--- src/rtl/json_str_escaper_if.sv ---
// rtl/json_str_escaper_if.sv - raw-byte input and escaped-char output handshakes for json_str_escaper
interface json_str_escaper_if;
    logic [7:0] in_data;
    logic       in_valid;
    logic       in_last;
    logic       in_ready;
    logic [7:0] out_data;
    logic       out_valid;
    logic       out_last;
    logic       out_ready;

    // escaper side: consumes raw bytes, produces escaped characters
    modport slave (
        input  in_data, in_valid, in_last,
        output in_ready,
        output out_data, out_valid, out_last,
        input  out_ready
    );

    // source/sink side
    modport master (
        output in_data, in_valid, in_last,
        input  in_ready,
        input  out_data, out_valid, out_last,
        output out_ready
    );
endinterface

--- src/rtl/json_str_escaper.sv ---
// rtl/json_str_escaper.sv - raw byte to JSON-escaped character stream; optional quoting via JSON_STR_ESCAPER_QUOTE_EN
module json_str_escaper #(
    parameter int HEX_UPPER = 0,
    parameter int ESC_HIGH  = 1
) (
    input  logic                clk_ip,
    input  logic                rst_ip,
    json_str_escaper_if.slave   bus,
    output logic                busy
);

    typedef enum logic [1:0] {S_IDLE, S_EMIT, S_OPENQ, S_CLOSEQ} state_t;
    typedef enum logic [1:0] {C_PLAIN, C_SHORT, C_UNI} cls_t;

    state_t      r_state;
    state_t      w_next;
    logic [7:0]  r_byte;
    cls_t        r_cls;
    logic        r_last;
    logic [2:0]  r_idx;
    logic [2:0]  w_len_m1;
    logic        w_at_end;
    logic        w_accept;
    logic        w_in_ready;
    logic [7:0]  w_char;
`ifdef JSON_STR_ESCAPER_QUOTE_EN
    logic        r_first;
`endif

    // Expansion class of a raw byte: 1, 2 or 6 output characters
    function automatic cls_t classify(input logic [7:0] b);
        if (b == 8'h22 || b == 8'h5C || b == 8'h08 || b == 8'h0C ||
            b == 8'h0A || b == 8'h0D || b == 8'h09)
            return C_SHORT;
        else if (b < 8'h20)
            return C_UNI;
        else if (b >= 8'h7F && ESC_HIGH != 0)
            return C_UNI;
        else
            return C_PLAIN;
    endfunction

    // Second character of a two-character escape
    function automatic logic [7:0] short_char(input logic [7:0] b);
        case (b)
            8'h08:   return 8'h62;
            8'h0C:   return 8'h66;
            8'h0A:   return 8'h6E;
            8'h0D:   return 8'h72;
            8'h09:   return 8'h74;
            default: return b;
        endcase
    endfunction

    // ASCII hex digit for one nibble; 0x37/0x57 are 'A'-10 and 'a'-10
    function automatic logic [7:0] hex_char(input logic [3:0] n);
        if (n < 4'd10)
            return 8'h30 + {4'h0, n};
        else if (HEX_UPPER != 0)
            return 8'h37 + {4'h0, n};
        else
            return 8'h57 + {4'h0, n};
    endfunction

    always_comb begin
        case (r_cls)
            C_SHORT: w_len_m1 = 3'd1;
            C_UNI:   w_len_m1 = 3'd5;
            default: w_len_m1 = 3'd0;
        endcase
    end

    assign w_at_end = (r_idx == w_len_m1);

    // A new byte may only be taken when nothing is showing or the final char is leaving now;
    // with quoting, the end of a string must first make room for the closing quote.
`ifdef JSON_STR_ESCAPER_QUOTE_EN
    assign w_in_ready = (r_state == S_IDLE) ||
                        (r_state == S_EMIT && bus.out_ready && w_at_end && !r_last);
`else
    assign w_in_ready = (r_state == S_IDLE) ||
                        (r_state == S_EMIT && bus.out_ready && w_at_end);
`endif

    assign bus.in_ready = w_in_ready;
    assign w_accept     = bus.in_valid && w_in_ready;
    assign busy         = (r_state != S_IDLE);

    // State register
    always_ff @(posedge clk_ip or negedge rst_ip) begin
        if (!rst_ip)
            r_state <= S_IDLE;
        else
            r_state <= w_next;
    end

    // Next-state decode
    always_comb begin
        w_next = r_state;
        case (r_state)
            S_IDLE: begin
                if (w_accept) begin
                    w_next = S_EMIT;
`ifdef JSON_STR_ESCAPER_QUOTE_EN
                    if (r_first)
                        w_next = S_OPENQ;
`endif
                end
            end
            S_OPENQ: begin
                if (bus.out_ready)
                    w_next = S_EMIT;
            end
            S_EMIT: begin
                if (bus.out_ready && w_at_end) begin
                    if (w_accept)
                        w_next = S_EMIT;
                    else
                        w_next = S_IDLE;
`ifdef JSON_STR_ESCAPER_QUOTE_EN
                    if (r_last)
                        w_next = S_CLOSEQ;
`endif
                end
            end
            S_CLOSEQ: begin
                if (bus.out_ready)
                    w_next = S_IDLE;
            end
            default: w_next = S_IDLE;
        endcase
    end

    // Latch the byte and its class on accept; step idx as characters are taken
    always_ff @(posedge clk_ip or negedge rst_ip) begin
        if (!rst_ip) begin
            r_byte  <= 8'h00;
            r_cls   <= C_PLAIN;
            r_last  <= 1'b0;
            r_idx   <= 3'd0;
`ifdef JSON_STR_ESCAPER_QUOTE_EN
            r_first <= 1'b1;
`endif
        end else if (w_accept) begin
            r_byte  <= bus.in_data;
            r_cls   <= classify(bus.in_data);
            r_last  <= bus.in_last;
            r_idx   <= 3'd0;
`ifdef JSON_STR_ESCAPER_QUOTE_EN
            r_first <= bus.in_last;
`endif
        end else if (r_state == S_EMIT && bus.out_ready && !w_at_end) begin
            r_idx   <= r_idx + 3'd1;
        end
    end

    // Character at position idx of the current byte's expansion
    always_comb begin
        w_char = r_byte;
        case (r_cls)
            C_SHORT: w_char = (r_idx == 3'd0) ? 8'h5C : short_char(r_byte);
            C_UNI: begin
                case (r_idx)
                    3'd0:    w_char = 8'h5C;
                    3'd1:    w_char = 8'h75;
                    3'd2:    w_char = 8'h30;
                    3'd3:    w_char = 8'h30;
                    3'd4:    w_char = hex_char(r_byte[7:4]);
                    default: w_char = hex_char(r_byte[3:0]);
                endcase
            end
            default: w_char = r_byte;
        endcase
    end

    // Output decode from state; everything is quiet in IDLE
    always_comb begin
        bus.out_valid = 1'b0;
        bus.out_data  = 8'h00;
        bus.out_last  = 1'b0;
        case (r_state)
            S_EMIT: begin
                bus.out_valid = 1'b1;
                bus.out_data  = w_char;
`ifdef JSON_STR_ESCAPER_QUOTE_EN
                bus.out_last  = 1'b0;
`else
                bus.out_last  = r_last && w_at_end;
`endif
            end
            S_OPENQ: begin
                bus.out_valid = 1'b1;
                bus.out_data  = 8'h22;
            end
            S_CLOSEQ: begin
                bus.out_valid = 1'b1;
                bus.out_data  = 8'h22;
                bus.out_last  = 1'b1;
            end
            default: begin
                bus.out_valid = 1'b0;
            end
        endcase
    end

endmodule
--- src/flat_wrapper.sv ---
// flat-port wrapper written by rule: the top's interface ports become plain ports
module json_str_escaper_flat 
#(
    parameter int HEX_UPPER = 0,
    parameter int ESC_HIGH  = 1
)
  (clk_ip, rst_ip, busy, bus_in_data, bus_in_valid, bus_in_last, bus_in_ready, bus_out_data, bus_out_valid, bus_out_last, bus_out_ready);
  json_str_escaper_if bus_i ();
  input  logic clk_ip;
  input  logic rst_ip;
  output logic busy;
  input wire logic [$bits(bus_i.in_data)-1:0] bus_in_data;
  input wire logic [$bits(bus_i.in_valid)-1:0] bus_in_valid;
  input wire logic [$bits(bus_i.in_last)-1:0] bus_in_last;
  output wire logic [$bits(bus_i.in_ready)-1:0] bus_in_ready;
  output wire logic [$bits(bus_i.out_data)-1:0] bus_out_data;
  output wire logic [$bits(bus_i.out_valid)-1:0] bus_out_valid;
  output wire logic [$bits(bus_i.out_last)-1:0] bus_out_last;
  input wire logic [$bits(bus_i.out_ready)-1:0] bus_out_ready;
  assign bus_i.in_data = bus_in_data;
  assign bus_i.in_valid = bus_in_valid;
  assign bus_i.in_last = bus_in_last;
  assign bus_in_ready = bus_i.in_ready;
  assign bus_out_data = bus_i.out_data;
  assign bus_out_valid = bus_i.out_valid;
  assign bus_out_last = bus_i.out_last;
  assign bus_i.out_ready = bus_out_ready;
  json_str_escaper #(.HEX_UPPER(HEX_UPPER), .ESC_HIGH(ESC_HIGH)) u_core (.clk_ip(clk_ip), .rst_ip(rst_ip), .bus(bus_i), .busy(busy));
endmodule
--- config.mk ---
export PLATFORM = sky130hd
export DESIGN_NAME = json_str_escaper_flat
export DESIGN_NICKNAME = d
export VERILOG_FILES = /design/src/rtl/json_str_escaper_if.sv /design/src/rtl/json_str_escaper.sv /design/src/flat_wrapper.sv
export SDC_FILE = /design/constraint.sdc
export NUM_CORES = 1
export LEC_CHECK = 0
export CAP_MARGIN = 20
export CORE_MARGIN = 2
export CORE_UTILIZATION = 35
export CTS_CLUSTER_SIZE = 20
export DETAILED_ROUTE_END_ITERATION = 6
export GPL_TIMING_DRIVEN = 0
export PLACE_DENSITY = 0.56
export SETUP_SLACK_MARGIN = 0.4
export SLEW_MARGIN = 20
export SYNTH_ARGS = -nofsm -noshare
export SYNTH_HDL_FRONTEND = slang
export SYNTH_SLANG_ARGS = --single-unit
--- constraint.sdc ---
create_clock -name clk_ip -period 6.2 [get_ports clk_ip]
set_clock_uncertainty 0.05 [all_clocks]
set_input_delay 1.24 -clock clk_ip [delete_from_list [all_inputs] [get_ports clk_ip]]
set_output_delay 1.24 -clock clk_ip [all_outputs]
set_load 0.005 [all_outputs]
# After elaboration in Yosys (flattened, before gate mapping)
# Index checks and enable logic that the tools add are counted.
# totals
elab_cells	83
inputBits	13
regBits	16
# classes
n_reduce_logical	22
add_sub_neg	5
order_cmp	4
n_eq_ne	26
mux	21
# op_table
cell	n
$eq 8x4->1 const B	10
$pmux 8 s5	1
$pmux 8 s2	2
$pmux 8 s4	1
$mux 8	3
$add 7x4->8 const A	2
$add 6x4->7 const A	2
$mux 2	7
$eq 8x6->1 const B	1
$eq 8x7->1 const B	1
$ge 8x7->1 const B	1
$lt 4x4->1 const B	2
$lt 8x6->1 const B	1
$pmux 2 s4	1
$logic_or 1x1->1	7
$eq 2x2->1 const B	3
$eq 3x2->1 const B	2
$logic_and 1x1->1	6
$mux 3	2
$pmux 3 s2	1
$eq 2x1->1 const B	2
$ne 2x1->1 const B	2
$ne 2x2->1 const B	2
$reduce_and 4->1	1
12 further kinds	15

# Depth between registers and ports, before layout
# logic_depth
depth_word	9
mapped_depth	10

# Least setup slack after synthesis
# No wires, ideal clock.
# synth_path
path_type	register to output
from	reg u_core.r_idx[1]
to	out bus_out_data[0]
slack_ps	3104
arrival_ps	1806
stages_incl_launch_ff	8
required_time_ps	4910
path_cell_list	dfrtp_1 inv_1 ha_1 or2_1 a211oi_2 a222oi_1 or3_1 o31ai_1
# synth_via
elab_chain_len	5
word_cells_on_any_way	10
# synth_rtl
element	line_no	rtl
start: declaration	json_str_escaper.sv:20	logic [2:0] r_idx;
start signal: assignment	json_str_escaper.sv:153	r_idx <= r_idx + 3'd1;
$eq 3x2->1	-	
$reduce_or 2->1 (no source line)	-	
$pmux 8 s4	json_str_escaper.sv:163	case (r_idx)
$pmux 8 s2 (*)	json_str_escaper.sv:160	case (r_cls)
$pmux 8 s2 (*)	json_str_escaper.sv:181	case (r_state)
end: declaration	flat_wrapper.sv:16	output wire logic [$bits(bus_i.out_data)-1:0] bus_out_data;
# Mark *: on every way between the ends. The rest lies on a longest branch, timed or not.

# Final worst setup path
# Same ends and word-level chain as after synthesis.

==> flow_metrics.py <==
metrics = {
    "yosys": {
        "synth.net_count": 205,
        "synth_largest_type_area_fraction_pct": 25.3,
        "netlist_instances": 180,
        "synth_edf_count": 0,
        "netlist-cell-type-count": 53,
        "synth-seq-area-share_pct": 25.3,
        "ys.warnings.count": 0,
        "synth_seq_cells": 15,
        "synth_ff_type": "dfrtp_1",
        "yosys.area.top_type": "dfrtp_1",
        "synth_commonest_cells": "dfrtp_1, inv_1, nand2_1, a21oi_1, ha_1",
        "async_flop_share_pct": 100,
        "ranking_of_synthesized_cells_by_area": "dfrtp_1, ha_1, a21oi_1, mux2_1, nand3_1",
        "syn-mean-instance-area_um2": 8.26,
        "synthMostInstantiatedCell": "dfrtp_1",
        "netlist_area_um2": 1490,
    },
    "layout": {
        "num_antenna_cells": 0,
        "area_delta_synth_final_pct": 23.5,
        "layout.core_utilization_pct": 45.2,
        "n_fill_cell": 412,
        "register_area_um2": 375,
        "final-instance-count-excl-fill": 258,
        "drive_gt1_share_pct": 11.5,
        "number_of_nets_at_the_end_of_the_flow": 234,
        "finalInstanceArea_um2": 1840,
        "multi_input_comb_area_um2": 991,
    },
    "placed_design": {
        "place_congestion": 0.838,
        "postPlaceCellArea_um2": 1790,
        "numPlacedInstances": 254,
        "post-place-ws_ns": 2.07,
        "numPortBuffers": 24,
        "hpwlAfterDp_um": 2960,
    },
    "floorplan": {
        "dieArea_um2": 4780,
        "core.rowCount": 23,
        "pin_count": 25,
        "core_um2": 4060,
        "fp.dieH_um": 69.2,
        "die_w_um": 69.2,
        "initial_utilization_pct": 36.6,
    },
    "routing": {
        "detailroute.via_count": 1405,
        "wl_um": 3600,
        "first_pass_iters": 5,
        "vias_per_cell": 5.45,
        "drt_drc_violations_left": 0,
        "initialDrtViolationCount": 108,
        "drt-wirelength-per-cell_um": 14.0,
        "ant_nets": 0,
    },
    "clock_tree": {
        "cts_made_buffers": 3,
        "clock_tree_from_tritoncts": "done",
        "insertion_delay_ns": 0.24,
        "cts_repair_resize_count": 0,
        "clock_tree.root_cell": "clkbuf_8",
        "h_tree_levels": 1,
        "cts.sink_count": 15,
        "clockBufferDepth": 2,
        "clk_pin_slew_worst_paths_ns": 0.06,
        "holdBufCountCts": 0,
        "cts_post_setup_buffers_inserted": 0,
    },
    "worst_setup_path": {
        "worstReg2RegEnd": "u_core.r_byte[7]",
        "critical_path.cell_chain": "inv_1, ha_1, or2_1, a211oi_2, a222oi_1, or3_1, o31ai_1, clkdlybuf4s50_1",
        "kind_of_capture_point_of_the_worst_setup_path": "output port",
        "path_buf_inv": 2,
        "critPathArrivalTime_ns": 2.93,
        "critPathLaunchType": "flip-flop",
        "cp_slowest_stage_delay_ns": 0.53,
        "rr_worst_depth": 7,
        "r2r_setup_slack_ns": 4.06,
        "critPathMaxFanout": 7,
        "rr_startpoint": "u_core.r_cls[0]",
        "cp_slowest_cell": "clkdlybuf4s50_1",
        "critPathRequiredTime_ns": 4.91,
        "criticalPathCategory": "reg -> out",
        "critical_path.top_delay_family": "compound AO/OA/AOI/OAI gates",
    },
    "global_routing": {
        "global_route.overflow_total": 0,
        "grt_first_pass_wirelength_um": 6170,
        "groute.usage.overall_pct": 15.6,
        "grt_max_degree": 16,
        "grt_antenna_before_repair": 0,
        "vias_in_the_first_global_route": 1296,
    },
    "power_and_ir_drop": {
        "power.ir.vdd_worst_mv": 0.192,
        "leakage_nw": 0.752,
        "power-per-cell-area_nw_per_um2": 601,
    },
    "timing": {
        "slew_viol_final": 0,
        "period_share_pct": 68.1,
        "fin_ws_ns": 1.98,
        "setup_tns_ns": 0,
        "worst_slew_pin_slew_ns": 0.725,
        "setup_viol": 0,
        "post-route-min-period_ns": 4.22,
        "max-slew-margin-rel_pct": 51.2,
        "unrepaired_setup_endpoints_after_global_routing": "false",
        "finalHoldViolations": 0,
        "fmaxAchievable_mhz": 237,
    },
    "run": {
        "max_cap_viol_count": 0,
    },
    "worst_hold_path": {
        "min_delay_worst_endpoint": "u_core.r_last",
        "holdPathStages": 1,
        "timing.hold.worst.class": "reg -> reg",
        "source_of_the_worst_hold_timing_path": "u_core.r_last",
    },
    "outcome": {
        "status": "finished clean",
    },
}
routing by layer:
metal / part of all wire [%] / global-route usage [%] / vias to the layer above
met2: 47 / 24.6 / 28
met1: 50 / 22.0 / 650
met3: 2.0 / 1.02 / 6
met4: 1.7 / 6.97 / 0
met5: 0 / 0 / -
li1: - / - / 721
cells in the final DEF (no fill, tap or decap), types with 3 or more instances in the layout:
master / netlist / final
a21oi_1: 12 / 12
clkbuf_8: 0 / 3
buf_2: 3 / 3
nand4_1: 3 / 3
inv_1: 13 / 13
xnor2_1: 3 / 3
mux2_1: 5 / 5
nor2b_1: 3 / 3
ha_1: 12 / 12
o21ai_0: 9 / 9
clkdlybuf4s50_1: 0 / 24
a31oi_1: 5 / 5
nand2_2: 4 / 4
nand3_1: 10 / 10
o21ai_2: 4 / 4
nor2_1: 10 / 10
dfrtp_1: 15 / 15
nand2_1: 13 / 13
o31ai_1: 3 / 3
or3_1: 3 / 3
clkbuf_1: 3 / 3
o21ai_1: 6 / 6
registers in the layout, indices dropped and copies added, names as in the netlist:
name	count
u_core.r_state	1
u_core.r_byte	8
u_core.r_cls	2
u_core.r_idx	3
u_core.r_last	1
kinds of logic after synthesis:
group / Yosys count / synth area share, %
compound gates: 62 / 29.5
fa+ha+maj: 12 / 10.1
xor+xnor: 4 / 2.86
mux: 5 / 3.79
flops: 15 / 25.3
simple gates: 58 / 20.5
buf+inv: 24 / 8.08
power by group:
group          total (W)  switching [W]  internal, W
Sequential      0.000197      0.0000513     0.000146
Combinational   0.000829       0.000429     0.000399
Clock          0.0000766      0.0000322    0.0000444
Total            0.00110       0.000513     0.000590
layout make-up:
class                           count  area share, %
Buffer                             10           3.68
Clock buffer                        3           2.25
Clock inverter                      1          0.273
Inverter                           14           2.86
Multi-Input combinational cell    141           54.0
Sequential cell                    15           20.4
Tap cell                           50           3.41
Timing Repair Buffer               24           13.1
worst max path at each step:
stage	startpoint	endpoint	slack (ns)	depth (start not counted)
floorplan	u_core.r_idx[1]	bus_out_data[0]	3.10	7
global placement	bus_out_ready	bus_in_ready	2.08	4
detailed placement	bus_out_ready	bus_in_ready	2.07	4
CTS	u_core.r_idx[1]	bus_out_data[0]	1.96	8
global route	u_core.r_idx[1]	bus_out_data[0]	1.79	8
finish	u_core.r_idx[1]	bus_out_data[0]	1.98	8
per-stage QoR:
stage,total power (W),hold slack [ns]
4_1_cts,0.00111,0.464
5_1_grt,0.00121,0.484
3_5_place_dp,0.00103,0.450
3_3_place_gp,0.00102,0.441
2_1_floorplan,0.000732,0.400
6_report,0.00110,0.459
No activity file was read; power rests on OpenSTA's default activity.
